<file path="config.mk">
export PLATFORM = sky130hd
export DESIGN_NAME = warp_fence_ctrl
export DESIGN_NICKNAME = d
export VERILOG_FILES = /design/src/rtl/warp_fence_ctrl_pkg.sv /design/src/rtl/VX_rr_arbiter.sv /design/src/rtl/warp_fence_ctrl.sv
export SDC_FILE = /design/constraint.sdc
export NUM_CORES = 1
export LEC_CHECK = 0
export BUFFER_PORTS_ARGS = -buffer_cell sky130_fd_sc_hd__clkbuf_2
export CORE_MARGIN = 4
export CORE_UTILIZATION = 25
export DETAILED_ROUTE_END_ITERATION = 10
export HOLD_SLACK_MARGIN = 0.1
export SYNTH_ARGS = -nofsm -noshare
export SYNTH_HDL_FRONTEND = slang
export SYNTH_SLANG_ARGS = --single-unit
</file>
<file path="constraint.sdc">
create_clock -name clk -period 11.7 [get_ports clk]
set_input_delay 2.34 -clock clk [delete_from_list [all_inputs] [get_ports clk]]
set_output_delay 2.34 -clock clk [all_outputs]
set_load 0.1 [all_outputs]
</file>
<file path="src/rtl/warp_fence_ctrl_pkg.sv">
// Shared types for the warp fence controller: per-warp FSM state and settle-counter sizing.
// Default warp-count macros live here so the package and the top agree on them.
`ifndef NUM_WARPS
`define NUM_WARPS 8
`endif
`ifndef NW_WIDTH
`define NW_WIDTH 3
`endif
`ifndef CLOG2
`define CLOG2(x) $clog2(x)
`endif

package warp_fence_ctrl_pkg;

    typedef enum logic [1:0] {
        ST_IDLE   = 2'd0,
        ST_SETTLE = 2'd1,
        ST_WAIT   = 2'd2,
        ST_DONE   = 2'd3
    } fence_state_e;

    function automatic int settle_cnt_w(input int settle_cycles);
        return `CLOG2(settle_cycles + 1);
    endfunction

endpackage

</file>
<file path="src/rtl/VX_rr_arbiter.sv">
// Round-robin arbiter; combinational grant, pointer moves past the winner on handshake.
// A grant left unaccepted is locked so index/valid hold steady until grant_ready.
module VX_rr_arbiter #(
    parameter int NUM_REQS     = 8,
    parameter int LOG_NUM_REQS = (NUM_REQS > 1) ? $clog2(NUM_REQS) : 1
) (
    input  logic                    clk,
    input  logic                    reset,
    input  logic [NUM_REQS-1:0]     requests,
    output logic [LOG_NUM_REQS-1:0] grant_index,
    output logic [NUM_REQS-1:0]     grant_onehot,
    output logic                    grant_valid,
    input  logic                    grant_ready
);

    logic [LOG_NUM_REQS-1:0] r_ptr;
    logic [LOG_NUM_REQS-1:0] r_lock_idx;
    logic                    r_locked;
    logic [LOG_NUM_REQS-1:0] w_pick;
    logic [LOG_NUM_REQS-1:0] w_cand;
    logic                    w_found;

    // Descending scan so the request closest to the pointer is written last and wins.
    always_comb begin
        w_pick  = '0;
        w_cand  = '0;
        w_found = 1'b0;
        for (int i = NUM_REQS - 1; i >= 0; i--) begin
            w_cand = LOG_NUM_REQS'((int'(r_ptr) + i) % NUM_REQS);
            if (requests[w_cand]) begin
                w_pick  = w_cand;
                w_found = 1'b1;
            end
        end
    end

    assign grant_valid  = r_locked | w_found;
    assign grant_index  = r_locked ? r_lock_idx : w_pick;
    assign grant_onehot = grant_valid ? (NUM_REQS'(1) << grant_index) : '0;

    always_ff @(posedge clk or posedge reset) begin
        if (reset) begin
            r_ptr      <= '0;
            r_locked   <= 1'b0;
            r_lock_idx <= '0;
        end else if (grant_valid && grant_ready) begin
            r_ptr    <= (grant_index == LOG_NUM_REQS'(NUM_REQS - 1)) ? '0 : grant_index + LOG_NUM_REQS'(1);
            r_locked <= 1'b0;
        end else if (grant_valid) begin
            r_locked   <= 1'b1;
            r_lock_idx <= grant_index;
        end
    end

endmodule

</file>
<file path="src/rtl/warp_fence_ctrl.sv">
// Per-warp fence stall/release controller; stall_mask from T+1, release earliest T+1+SETTLE_CYCLES.
// Busy warps back-pressure new fences; releases hold until rel_ready. FENCE_PERF_EN adds a stall-cycle counter.
`ifndef NUM_WARPS
`define NUM_WARPS 8
`endif
`ifndef NW_WIDTH
`define NW_WIDTH 3
`endif

module warp_fence_ctrl
    import warp_fence_ctrl_pkg::*;
#(
    parameter int WARP_CNT       = `NUM_WARPS,
    parameter int WARP_CNT_WIDTH = `NW_WIDTH,
    parameter int SETTLE_CYCLES  = 2
`ifdef FENCE_PERF_EN
    ,
    parameter int PERF_CTR_BITS  = 44
`endif
) (
    input  logic                      clk,
    input  logic                      reset,
    input  logic                      fence_valid,
    input  logic [WARP_CNT_WIDTH-1:0] fence_wid,
    output logic                      fence_ready,
    input  logic [WARP_CNT-1:0]       pend_empty,
    output logic [WARP_CNT-1:0]       stall_mask,
    output logic                      rel_valid,
    output logic [WARP_CNT_WIDTH-1:0] rel_wid,
    input  logic                      rel_ready,
    input  logic                      drain_req,
    output logic                      drain_done
`ifdef FENCE_PERF_EN
    ,
    output logic [PERF_CTR_BITS-1:0]  perf_stall_cycles
`endif
);

    localparam int SW = settle_cnt_w(SETTLE_CYCLES);
    localparam logic [SW-1:0] SETTLE_LOAD = SW'(SETTLE_CYCLES - 1);

    logic [WARP_CNT-1:0] w_idle;
    logic [WARP_CNT-1:0] w_done;
    logic [WARP_CNT-1:0] w_busy;
    logic [WARP_CNT-1:0] w_rel_onehot;
    logic                r_drain_done;

    assign fence_ready = fence_valid && w_idle[fence_wid];
    assign stall_mask  = ~w_idle;

    for (genvar g = 0; g < WARP_CNT; g++) begin : g_warp
        fence_state_e r_state;
        fence_state_e w_state_nxt;
        logic [SW-1:0] r_cnt;
        logic [SW-1:0] w_cnt_nxt;
        logic          w_acc;
        logic          w_rel;

        assign w_acc = fence_ready && (fence_wid == WARP_CNT_WIDTH'(g));
        assign w_rel = rel_valid && rel_ready && w_rel_onehot[g];

        // The last settle cycle also samples pend_empty, so DONE is reachable at T+1+SETTLE_CYCLES.
        always_comb begin
            w_state_nxt = r_state;
            w_cnt_nxt   = r_cnt;
            case (r_state)
                ST_IDLE: begin
                    if (w_acc) begin
                        w_state_nxt = ST_SETTLE;
                        w_cnt_nxt   = SETTLE_LOAD;
                    end
                end
                ST_SETTLE: begin
                    if (r_cnt == '0) begin
                        w_state_nxt = pend_empty[g] ? ST_DONE : ST_WAIT;
                    end else begin
                        w_cnt_nxt = r_cnt - SW'(1);
                    end
                end
                ST_WAIT: begin
                    if (pend_empty[g]) begin
                        w_state_nxt = ST_DONE;
                    end
                end
                ST_DONE: begin
                    if (w_rel) begin
                        w_state_nxt = ST_IDLE;
                    end
                end
            endcase
        end

        always_ff @(posedge clk or posedge reset) begin
            if (reset) begin
                r_state <= ST_IDLE;
                r_cnt   <= '0;
            end else begin
                r_state <= w_state_nxt;
                r_cnt   <= w_cnt_nxt;
            end
        end

        assign w_idle[g] = (r_state == ST_IDLE);
        assign w_done[g] = (r_state == ST_DONE);
        assign w_busy[g] = (r_state == ST_SETTLE) || (r_state == ST_WAIT);
    end

    VX_rr_arbiter #(
        .NUM_REQS     (WARP_CNT),
        .LOG_NUM_REQS (WARP_CNT_WIDTH)
    ) u_rel_arb (
        .clk          (clk),
        .reset        (reset),
        .requests     (w_done),
        .grant_index  (rel_wid),
        .grant_onehot (w_rel_onehot),
        .grant_valid  (rel_valid),
        .grant_ready  (rel_ready)
    );

    always_ff @(posedge clk or posedge reset) begin
        if (reset) begin
            r_drain_done <= 1'b0;
        end else begin
            r_drain_done <= drain_req && (&pend_empty) && !(|w_busy);
        end
    end

    assign drain_done = r_drain_done;

`ifdef FENCE_PERF_EN
    logic [PERF_CTR_BITS-1:0] r_perf_stall_cycles;

    always_ff @(posedge clk or posedge reset) begin
        if (reset) begin
            r_perf_stall_cycles <= '0;
        end else if (|stall_mask) begin
            r_perf_stall_cycles <= r_perf_stall_cycles + PERF_CTR_BITS'(1);
        end
    end

    assign perf_stall_cycles = r_perf_stall_cycles;
`endif

endmodule

</file>
==> results_dict.tcl <==
set metrics [dict create \
    status "finished, final reports clean" \
    grt_first_pass_wirelength_um 17200 \
    met1_usage_pct 13.9 \
    end_kind "primary output" \
    wl_per_cell_um 15.0 \
    max_stage_delay_ns 0.68 \
    synth.distinct_cells 59 \
    seq_area_frac_synth_pct 24.9 \
    row_count 46 \
    cts_tree "yes" \
    slew_headroom_pct 53.9 \
    synth_cells 441 \
    maxSlewViolCount 0 \
    synth_seq_cells 40 \
    syn_area_um2 4020 \
    ys_warn_count 0 \
    cts_made_buffers 5 \
    path_class "reg -> out" \
    grt_usage_pct 11.6 \
    r2r-start "u_rel_arb.r_ptr[1]" \
    totalWireLength_um 10300 \
    layout.nets 548 \
    area_growth_pct 12.8 \
    max_freq_mhz 150 \
    clock-root-buffer "clkbuf_16" \
    place_area_um2 4390 \
    critPathMaxFanout 14 \
    worst_slack_ns 5.02 \
    grt_pass1_vias 3497 \
    setup_viol 0 \
    use_met2_pct 20.8 \
    holdCritStartpoint "g_warp[0].r_cnt[0]" \
    design_area_um2 4540 \
    crit_path_start_kind "flop" \
    vias 3417 \
    avgSynthCellArea_um2 9.12 \
    viasPerCell 4.98 \
    reg2reg_slack_ns 6.77 \
    crit_required_ns 9.36 \
    drive_gt1_share_pct 16.4 \
    antenna_found_initial 0 \
    top_usage_layer "met2" \
    core_area_um2 15800 \
    drt_iter0_markers 108 \
    synth_edf_count 0 \
    dr.pass1.iters 4 \
    drv_cap 0 \
    cts_setup_buffers 0 \
    die_w_um 135 \
    numClockSinks 40 \
    critPathTopFamily "multiplexers" \
    use_met3_pct 1.71 \
    period_share_pct 57.1 \
    whs_path_depth 1 \
    min_to "g_warp[0].r_cnt[0]" \
    fin_worst_skew_ns 0.0107 \
    htreeDepth 2 \
    cp_cell_sequence "inv_1 -> ha_1 -> mux4_2 -> mux2_2 -> inv_1 -> nand3_1 -> a211oi_1 -> a211oi_1 -> or3_1 -> nand2_1 -> clkbuf_2" \
    async_flop_share_pct 100 \
    path_clk_slew_ns 0.06 \
    chipHeight_um 135 \
    final_common_cell "inv_1" \
    cts_hold_buf 0 \
    drc 0 \
    place_ws_ns 5.33 \
    whs_ns 0.487 \
    io_pins 30 \
    globalplace.congestion 0.871 \
    worst-path-buf-inv 3 \
    hp-class "reg -> reg" \
    diodes 0 \
    grt_overflow 0 \
    tns_ns 0 \
    drtAntennaViolNets 0 \
    grt_max_degree 41 \
    arrival_ns 4.34 \
    initial_core_util_pct 25.4 \
    critPathSlowestCell "dfrtp_1" \
    r2r_end "g_warp[7].r_state[0]" \
    hold_violations 0 \
    syn_nets 520 \
    synthFlopType "dfrtp_1" \
    dieArea_um2 18200 \
    period_needed_ns 6.68 \
    clockBufferDepth 2 \
    hpwlAfterDp_um 8240 \
    port_buffers 29 \
    clk_latency_ns 0.30 \
    tightest_slew_ns 0.691 \
    r2r_cells 16 \
    rsz0062_at_grt "no" \
    layout_common_cells "inv_1 (72), ha_1 (63), dfrtp_1 (40)" \
    cts.repair.resized 0 \
]
## cell type report
| class | count | area, µm² |
|---|---|---|
| tap | 216 | 270 |
| clock buffer | 6 | 139 |
| timing repair buffer | 30 | 153 |
| multi-input combinational | 320 | 2700 |
| clock inverter | 2 | 10.0 |
| inverter | 72 | 270 |
| sequential | 40 | 1000 |
| fill | 1675 | 11300 |
## cell usage after synthesis, types with 4 or more instances
master	number	area, µm²
inv_1	72	270
ha_1	63	788
dfrtp_1	40	1000
nor2_1	27	101
a21oi_1	25	125
nand2_1	25	93.8
o21ai_0	22	110
a211oi_1	15	113
mux4_2	12	270
nor3_1	11	55.1
mux2_2	9	101
a22oi_1	8	60.1
mux2i_1	8	80.1
nand3_1	8	40.0
o221ai_1	6	52.6
o22ai_1	6	37.5
buf_2	5	25.0
a21boi_0	4	30.0
a2bb2oi_1	4	35.0
mux2_4	4	60.1
nand2b_1	4	25.0
nand4_1	4	25.0
nor4_1	4	25.0
## worst max path at each step
stage / from / to / slack, ns / depth (start not counted)
finish: u_rel_arb.r_ptr[1] / rel_wid[1] / 5.02 / 11
global route: u_rel_arb.r_ptr[1] / rel_wid[1] / 4.72 / 11
CTS: u_rel_arb.r_ptr[1] / rel_wid[1] / 5.01 / 11
detailed placement: u_rel_arb.r_ptr[1] / rel_wid[1] / 5.33 / 11
global placement: u_rel_arb.r_ptr[1] / rel_wid[1] / 5.46 / 11
floorplan: fence_wid[0] / fence_ready / 5.12 / 4
## per-stage QoR
| step | utilization [%] | instances |
|---|---|---|
| 2_1_floorplan | - | 441 |
| 3_3_place_gp | 27.7 | 678 |
| 3_5_place_dp | 27.7 | 678 |
| 4_1_cts | 28.7 | 686 |
| 5_1_grt | 28.7 | 686 |
| 6_report | 28.7 | 686 |
## logic make-up after synthesis
family          synth area share (%)
compound gates                  20.4
xor+xnor                       0.435
fa+ha+maj                       19.6
buf+inv                         8.08
flops                           24.9
mux                             14.0
simple gates                    12.6
## flip-flops by register name (all words and copies together) (netlist names)
register / flops
g_warp.r_cnt: 16
u_rel_arb.r_locked: 1
g_warp.r_state: 16
drain_done: 1
u_rel_arb.r_ptr: 3
u_rel_arb.r_lock_idx: 3
## routing by layer
| layer | vias up | routed length [µm] |
|---|---|---|
| li1 | 1638 | - |
| met1 | 1684 | 4430 |
| met2 | 70 | 5250 |
| met3 | 25 | 308 |
| met4 | 0 | 298 |
| met5 | - | 0 |
## worst reg2reg max path, delay by kind of cell (launching register included)
kind / cells / cell delay, ns
compound gates: 5 / 1.11
fa+ha+maj: 3 / 0.98
buf+inv: 2 / 0.36
flops: 1 / 0.68
mux: 2 / 0.97
simple gates: 4 / 0.71
Power is left out: the tool's default activity adds up to more than one toggle a clock period on the data nets, which glitch-free logic cannot reach.
